### config.mk
export PLATFORM = sky130hd
export DESIGN_NAME = alu_mul_seq_flat
export DESIGN_NICKNAME = d
export VERILOG_FILES = /design/src/rtl/alu_pkg.sv /design/src/rtl/alu_mul_seq_if.sv /design/src/rtl/alu_mul_seq.sv /design/src/flat_wrapper.sv
export SDC_FILE = /design/constraint.sdc
export NUM_CORES = 1
export LEC_CHECK = 0
export ABC_AREA = 1
export CORE_UTILIZATION = 28
export CTS_CLUSTER_SIZE = 28
export DETAILED_ROUTE_END_ITERATION = 6
export DONT_BUFFER_PORTS = 1
export PLACE_DENSITY = 0.37
export SLEW_MARGIN = 0
export SYNTH_ARGS = -nofsm -noshare
export SYNTH_HDL_FRONTEND = slang
export SYNTH_SLANG_ARGS = --single-unit
### constraint.sdc
create_clock -name clk -period 2.4 [get_ports clk]
set_input_delay 0.12 -clock clk [delete_from_list [all_inputs] [get_ports clk]]
set_output_delay 0.12 -clock clk [all_outputs]
set_load 0.05 [all_outputs]
### src/rtl/alu_pkg.sv
// Shared ALU control encodings and the multiplier FSM state type.
// The datapath ALU decoder uses the same control constants.
package alu_pkg;

   localparam logic [3:0] ALU_AND   = 4'b0000;
   localparam logic [3:0] ALU_OR    = 4'b0001;
   localparam logic [3:0] ALU_ADD   = 4'b0010;
   localparam logic [3:0] ALU_SUB   = 4'b0110;
   localparam logic [3:0] ALU_PASSB = 4'b0111;

   typedef enum logic [1:0] {
      IDLE,
      CHECK,
      ITER,
      DONE
   } mul_state_t;

endpackage

### src/rtl/alu_mul_seq_if.sv
// Operand/result bus between an initiator (the multiplier) and the shared
// combinational ALU that responds to it.
interface alu_mul_seq_if #(
   parameter int N = 64
);

   logic [N-1:0] alu_a;
   logic [N-1:0] alu_b;
   logic [3:0]   alu_ctrl;
   logic [N-1:0] alu_result;
   logic         alu_zero;

   modport master (
      output alu_a, alu_b, alu_ctrl,
      input  alu_result, alu_zero
   );

   modport slave (
      input  alu_a, alu_b, alu_ctrl,
      output alu_result, alu_zero
   );

endinterface

### src/rtl/alu_mul_seq.sv
// Iterative shift-and-add multiplier that borrows the datapath ALU for its
// additions; produces the low N bits of op_a*op_b (sign-agnostic).
module alu_mul_seq
   import alu_pkg::*;
#(
   parameter int N = 64
) (
   input  logic          clk,
   input  logic          reset,
   input  logic          start,
   input  logic [N-1:0]  op_a,
   input  logic [N-1:0]  op_b,
   output logic          busy,
   output logic          done,
   output logic [N-1:0]  product,
   alu_mul_seq_if.master alu
);

   localparam int CW = $clog2(N);
   localparam logic [CW-1:0] CNT_LAST = CW'(N - 1);

   mul_state_t    state_q, state_d;
   logic [N-1:0]  mcand_q, mcand_d;
   logic [N-1:0]  mplier_q, mplier_d;
   logic [N-1:0]  acc_q, acc_d;
   logic [N-1:0]  product_q, product_d;
   logic [CW-1:0] cnt_q, cnt_d;

   logic [N-1:0]  alu_a_c, alu_b_c;
   logic [3:0]    alu_ctrl_c;

   always_comb begin
      // NOTE: every signal gets a default before the case so no path leaves it unassigned (no latches).
      state_d    = state_q;
      mcand_d    = mcand_q;
      mplier_d   = mplier_q;
      acc_d      = acc_q;
      cnt_d      = cnt_q;
      product_d  = product_q;
      alu_a_c    = '0;
      alu_b_c    = '0;
      alu_ctrl_c = ALU_AND;

      unique case (state_q)
         IDLE: begin
            if (start) begin
               mcand_d  = op_a;
               mplier_d = op_b;
               acc_d    = '0;
               cnt_d    = '0;
               state_d  = CHECK;
            end
         end

         // AND of the multiplier with itself lets the ALU's zero flag detect op_b==0.
         CHECK: begin
            alu_a_c = mplier_q;
            alu_b_c = mplier_q;
            if (alu.alu_zero) begin
               acc_d     = '0;
               product_d = '0;
               state_d   = DONE;
            end else begin
               state_d = ITER;
            end
         end

         ITER: begin
            alu_a_c    = mcand_q;
            alu_b_c    = acc_q;
            alu_ctrl_c = mplier_q[0] ? ALU_ADD : ALU_PASSB;
            acc_d      = alu.alu_result;
            mcand_d    = mcand_q << 1;
            mplier_d   = mplier_q >> 1;
            cnt_d      = cnt_q + CW'(1);
            // Stop early once no multiplier bits remain, or after the N-th step.
            if ((mplier_q >> 1) == '0 || cnt_q == CNT_LAST) begin
               product_d = alu.alu_result;
               state_d   = DONE;
            end
         end

         DONE: state_d = IDLE;

         default: state_d = IDLE;
      endcase
   end

   // NOTE: sequential state uses non-blocking assignments; async reset clears every register, including the in-flight datapath.
   always_ff @(posedge clk or negedge reset) begin
      if (!reset) begin
         state_q   <= IDLE;
         mcand_q   <= '0;
         mplier_q  <= '0;
         acc_q     <= '0;
         cnt_q     <= '0;
         product_q <= '0;
      end else begin
         state_q   <= state_d;
         mcand_q   <= mcand_d;
         mplier_q  <= mplier_d;
         acc_q     <= acc_d;
         cnt_q     <= cnt_d;
         product_q <= product_d;
      end
   end

   assign busy         = (state_q != IDLE);
   assign done         = (state_q == DONE);
   assign product      = product_q;
   assign alu.alu_a    = alu_a_c;
   assign alu.alu_b    = alu_b_c;
   assign alu.alu_ctrl = alu_ctrl_c;

endmodule

### src/flat_wrapper.sv
// flat-port wrapper written by rule: the top's interface ports become plain ports
module alu_mul_seq_flat import alu_pkg::*;
#(
   parameter int N = 64
)
  (clk, reset, start, op_a, op_b, busy, done, product, alu_alu_a, alu_alu_b, alu_alu_ctrl, alu_alu_result, alu_alu_zero);
  alu_mul_seq_if #(.N(N)) alu_i ();
  input  logic clk;
  input  logic reset;
  input  logic start;
  input  logic [N-1:0] op_a;
  input  logic [N-1:0] op_b;
  output logic busy;
  output logic done;
  output logic [N-1:0] product;
  output wire logic [$bits(alu_i.alu_a)-1:0] alu_alu_a;
  output wire logic [$bits(alu_i.alu_b)-1:0] alu_alu_b;
  output wire logic [$bits(alu_i.alu_ctrl)-1:0] alu_alu_ctrl;
  input wire logic [$bits(alu_i.alu_result)-1:0] alu_alu_result;
  input wire logic [$bits(alu_i.alu_zero)-1:0] alu_alu_zero;
  assign alu_alu_a = alu_i.alu_a;
  assign alu_alu_b = alu_i.alu_b;
  assign alu_alu_ctrl = alu_i.alu_ctrl;
  assign alu_i.alu_result = alu_alu_result;
  assign alu_i.alu_zero = alu_alu_zero;
  alu_mul_seq #(.N(N)) u_core (.clk(clk), .reset(reset), .start(start), .op_a(op_a), .op_b(op_b), .busy(busy), .done(done), .product(product), .alu(alu_i));
endmodule
==> impl_metrics.toml <==
[outcome]
outcome = "finished, violations left"
violations = "DRC, hold timing"

[route]
wl_per_cell_um = 20.8
drtPass1Iterations = 7
vias = 12723
drt-initial-drc-count = 874
route.detailed.drc = 38
ant_nets = 0
routed_via_density = 4.82
wl_um = 55000

[worst_setup_path]
critPathLaunchType = "register"
worst_r2r_startpoint = "u_core.state_q[1]$_DFFE_PN0P_"
worst_r2r_endpoint = "u_core.mcand_q[34]$_DFFE_PN0P_"
path_class = "reg2out"
critPathMaxFanout = 50
r2r_cells = 9
cp.arrival_ns = 2.18
cp-end-kind = "output port"
cp-startpoint = "u_core.state_q[1]$_DFFE_PN0P_"
rrSetupSlack_ns = 0.34
cp-endpoint = "alu_alu_a[14]"
crit_required_ns = 2.28

[global_route]
busiest_layer = "met1"
grtUsageMet3 = 0.0484
grt_pass1_wl_um = 81500
grt_remaining_overflow = 0
antenna_found_initial = 3
use_met2 = 0.327
grt_util_all_layers = 0.226
use_met1 = 0.332
grt_pass1_vias = 12797
grt_max_degree = 265

[yosys]
synthTopCellsByArea = "dfrtp_1 50%, nand2_1 21%, a21oi_1 5.1%, o211ai_1 3.6%, nor2_1 3.2%"
syn_area_um2 = 13300
ys_types = 25
synth.most_common_cell = "nand2_1"
yosysTopAreaCell = "dfrtp_1"
netlist_instances = 1732
synthTopCellsByCount = "736 x nand2_1, 264 x dfrtp_1, 134 x a21oi_1"
avgSynthCellArea_um2 = 7.65
ys_warn_count = 0
syn-num-nets = 1934
seq_area_frac_synth = 0.499
synth-async-reset-ratio = 1.00
ys_ff_latch = 264
synth_top_area_frac = 0.499
synth_edf_count = 0
synth_ff_type = "dfrtp_1"

[cts]
htree_levels = 2
clock_path_buffers = 3
cts_buffers = 35
clock-sinks = 264
postCtsHoldBufs = 194
path_clk_slew_ns = 0.06
worstSkewPairLatency_ns = 0.54
clockRootBuffer = "clkbuf_16"
cts_tree = "yes"

[layout]
num-nets-final = 2210
seqCellArea_um2 = 6610
multiInputGateArea_um2 = 6310
fillCellCount = 4739
drive_above_1_share = 0.201
area_delta_synth_final_pct = 48.4

[sta]
tns_ns = 0
slew_violations = 0
fmax_mhz = 435
fin_skew_ns = 0.0145
rsz0062_at_grt = "yes"
period_share = 0.958
fin_crit_ns = 2.30
fin_hold_ws_ns = -0.709
setup_violations = 0
slew_headroom = 0.247
timing.final.hold_violations = 264
tightest_slew_ns = 1.13

[place]
dp_hpwl_um = 37000
gp_congestion = 0.847
portBuffers = 0

[floorplanning]
die_h_um = 220
start_util = 0.284
die-width_um = 220
rows = 79
io_pins = 394
coreArea_um2 = 46700
design.die.area_um2 = 48200

[pwr]
p_leak_nw = 8.72
peakVddDrop_mv = 0.747
p_per_area_nw_per_um2 = 1790
finalPower_w = 0.0353

[job]
drv_cap = 0

[worst_hold_path]
min_path_type = "in2async"
## worst min-delay path by stage
stage | slack (ns) | endpoint | from
after floorplan | -0.18 | u_core.acc_q[0]$_DFFE_PN0P_ | reset
after global placement | -0.16 | u_core.mcand_q[43]$_DFFE_PN0P_ | reset
after detailed placement | -0.16 | u_core.mcand_q[42]$_DFFE_PN0P_ | reset
after CTS | -0.75 | u_core.mcand_q[42]$_DFFE_PN0P_ | reset
after global routing | -0.74 | u_core.mcand_q[42]$_DFFE_PN0P_ | reset
final | -0.71 | u_core.mcand_q[42]$_DFFE_PN0P_ | reset
## routing by layer
metal	part of all wire	vias up
met1	0.48	6125
met2	0.43	372
met4	0.022	4
met3	0.068	64
met5	0.00029	-
li1	-	6158
## power breakdown
group          internal [W]  switching, W
clock network       0.00328       0.00205
registers           0.00650       0.00359
logic               0.00687        0.0130
total                0.0166        0.0186
## stage by stage
step	setup WS, ns	area [um^2]	util	instances	hold WS, ns
final	0.101	19700	0.422	2640	-0.709
after CTS	-0.0421	19600	0.419	2636	-0.747
after global placement	0.380	16200	0.347	2373	-0.164
after global routing	-0.0152	19700	0.422	2640	-0.739
after floorplan	-0.145	13700	-	1732	-0.176
after detailed placement	0.362	16200	0.347	2373	-0.162
## sequential cells by signal, indices dropped and copies added, names as in the netlist
signal           cells
u_core.acc_q        64
u_core.mcand_q      64
u_core.mplier_q     64
u_core.product      64
u_core.cnt_q         6
u_core.state_q       2
## cells in the final DEF, fill, tap and decap left out
cell type        n
a21oi_2        124
diode_2          1
clkbuf_8         8
and3_1           1
inv_2            3
nand3_1         38
buf_4           78
nor4_1           1
ha_1             3
o211ai_1        64
nand4_1          1
buf_8            1
nor3_1           3
bufinv_16        3
clkinv_2         3
conb_1           1
inv_1           73
dfrtp_2          1
clkbuf_16       40
nand3_2         30
o21ai_0         66
ha_4             3
buf_12          80
nand2_4          4
clkbuf_1        11
nor2_2           1
bufbuf_16        2
dfrtp_1        263
inv_4            1
inv_6            1
a21oi_4          5
buf_16           8
nor2_4           1
a31oi_1         63
nor2_1         111
a21oi_1          6
nand2_1        725
dlygate4sd3_1  194
nand2_2         11
## layout make-up
type | instances | area share
diodes | 1 | 0.000127
clock buffers | 56 | 0.0548
clock inverters | 5 | 0.00382
inverters | 78 | 0.0163
multi-input cells | 1262 | 0.321
flip-flops and latches | 264 | 0.336
well taps | 607 | 0.0386
repair buffers | 366 | 0.229
repair inverters | 1 | 0.000445
## critical path, stage by stage (launching register included)
cell and delay (ns):
dfrtp_2 0.38, buf_4 0.12, ha_4 0.27, buf_16 0.28, nand2_1 0.13, a21oi_2 0.20, buf_4 0.23
## logic make-up (layout without fill, tap and decap cells)
family	after synthesis	after routing	share of synthesized area
AND/OR/NAND/NOR	927	927	0.283
AO/OA/AOI/OAI	328	328	0.142
flip-flops	264	264	0.499
buffers and inverters	206	506	0.0705
adder cells (fa/ha/maj)	6	6	0.00567
other	1	2	0.000283
## what timing repair did
| action | CTS | global route |
|---|---|---|
| setup endpoints to repair | 130 | 95 |
| pin swaps | 2 | 2 |
| resized for setup | 19 | 12 |
| endpoints found under the hold margin | 523 | 264 |
| setup buffers | 3 | 0 |
| gates cloned | 5 | 3 |
Power figures use the tool's default switching activity.
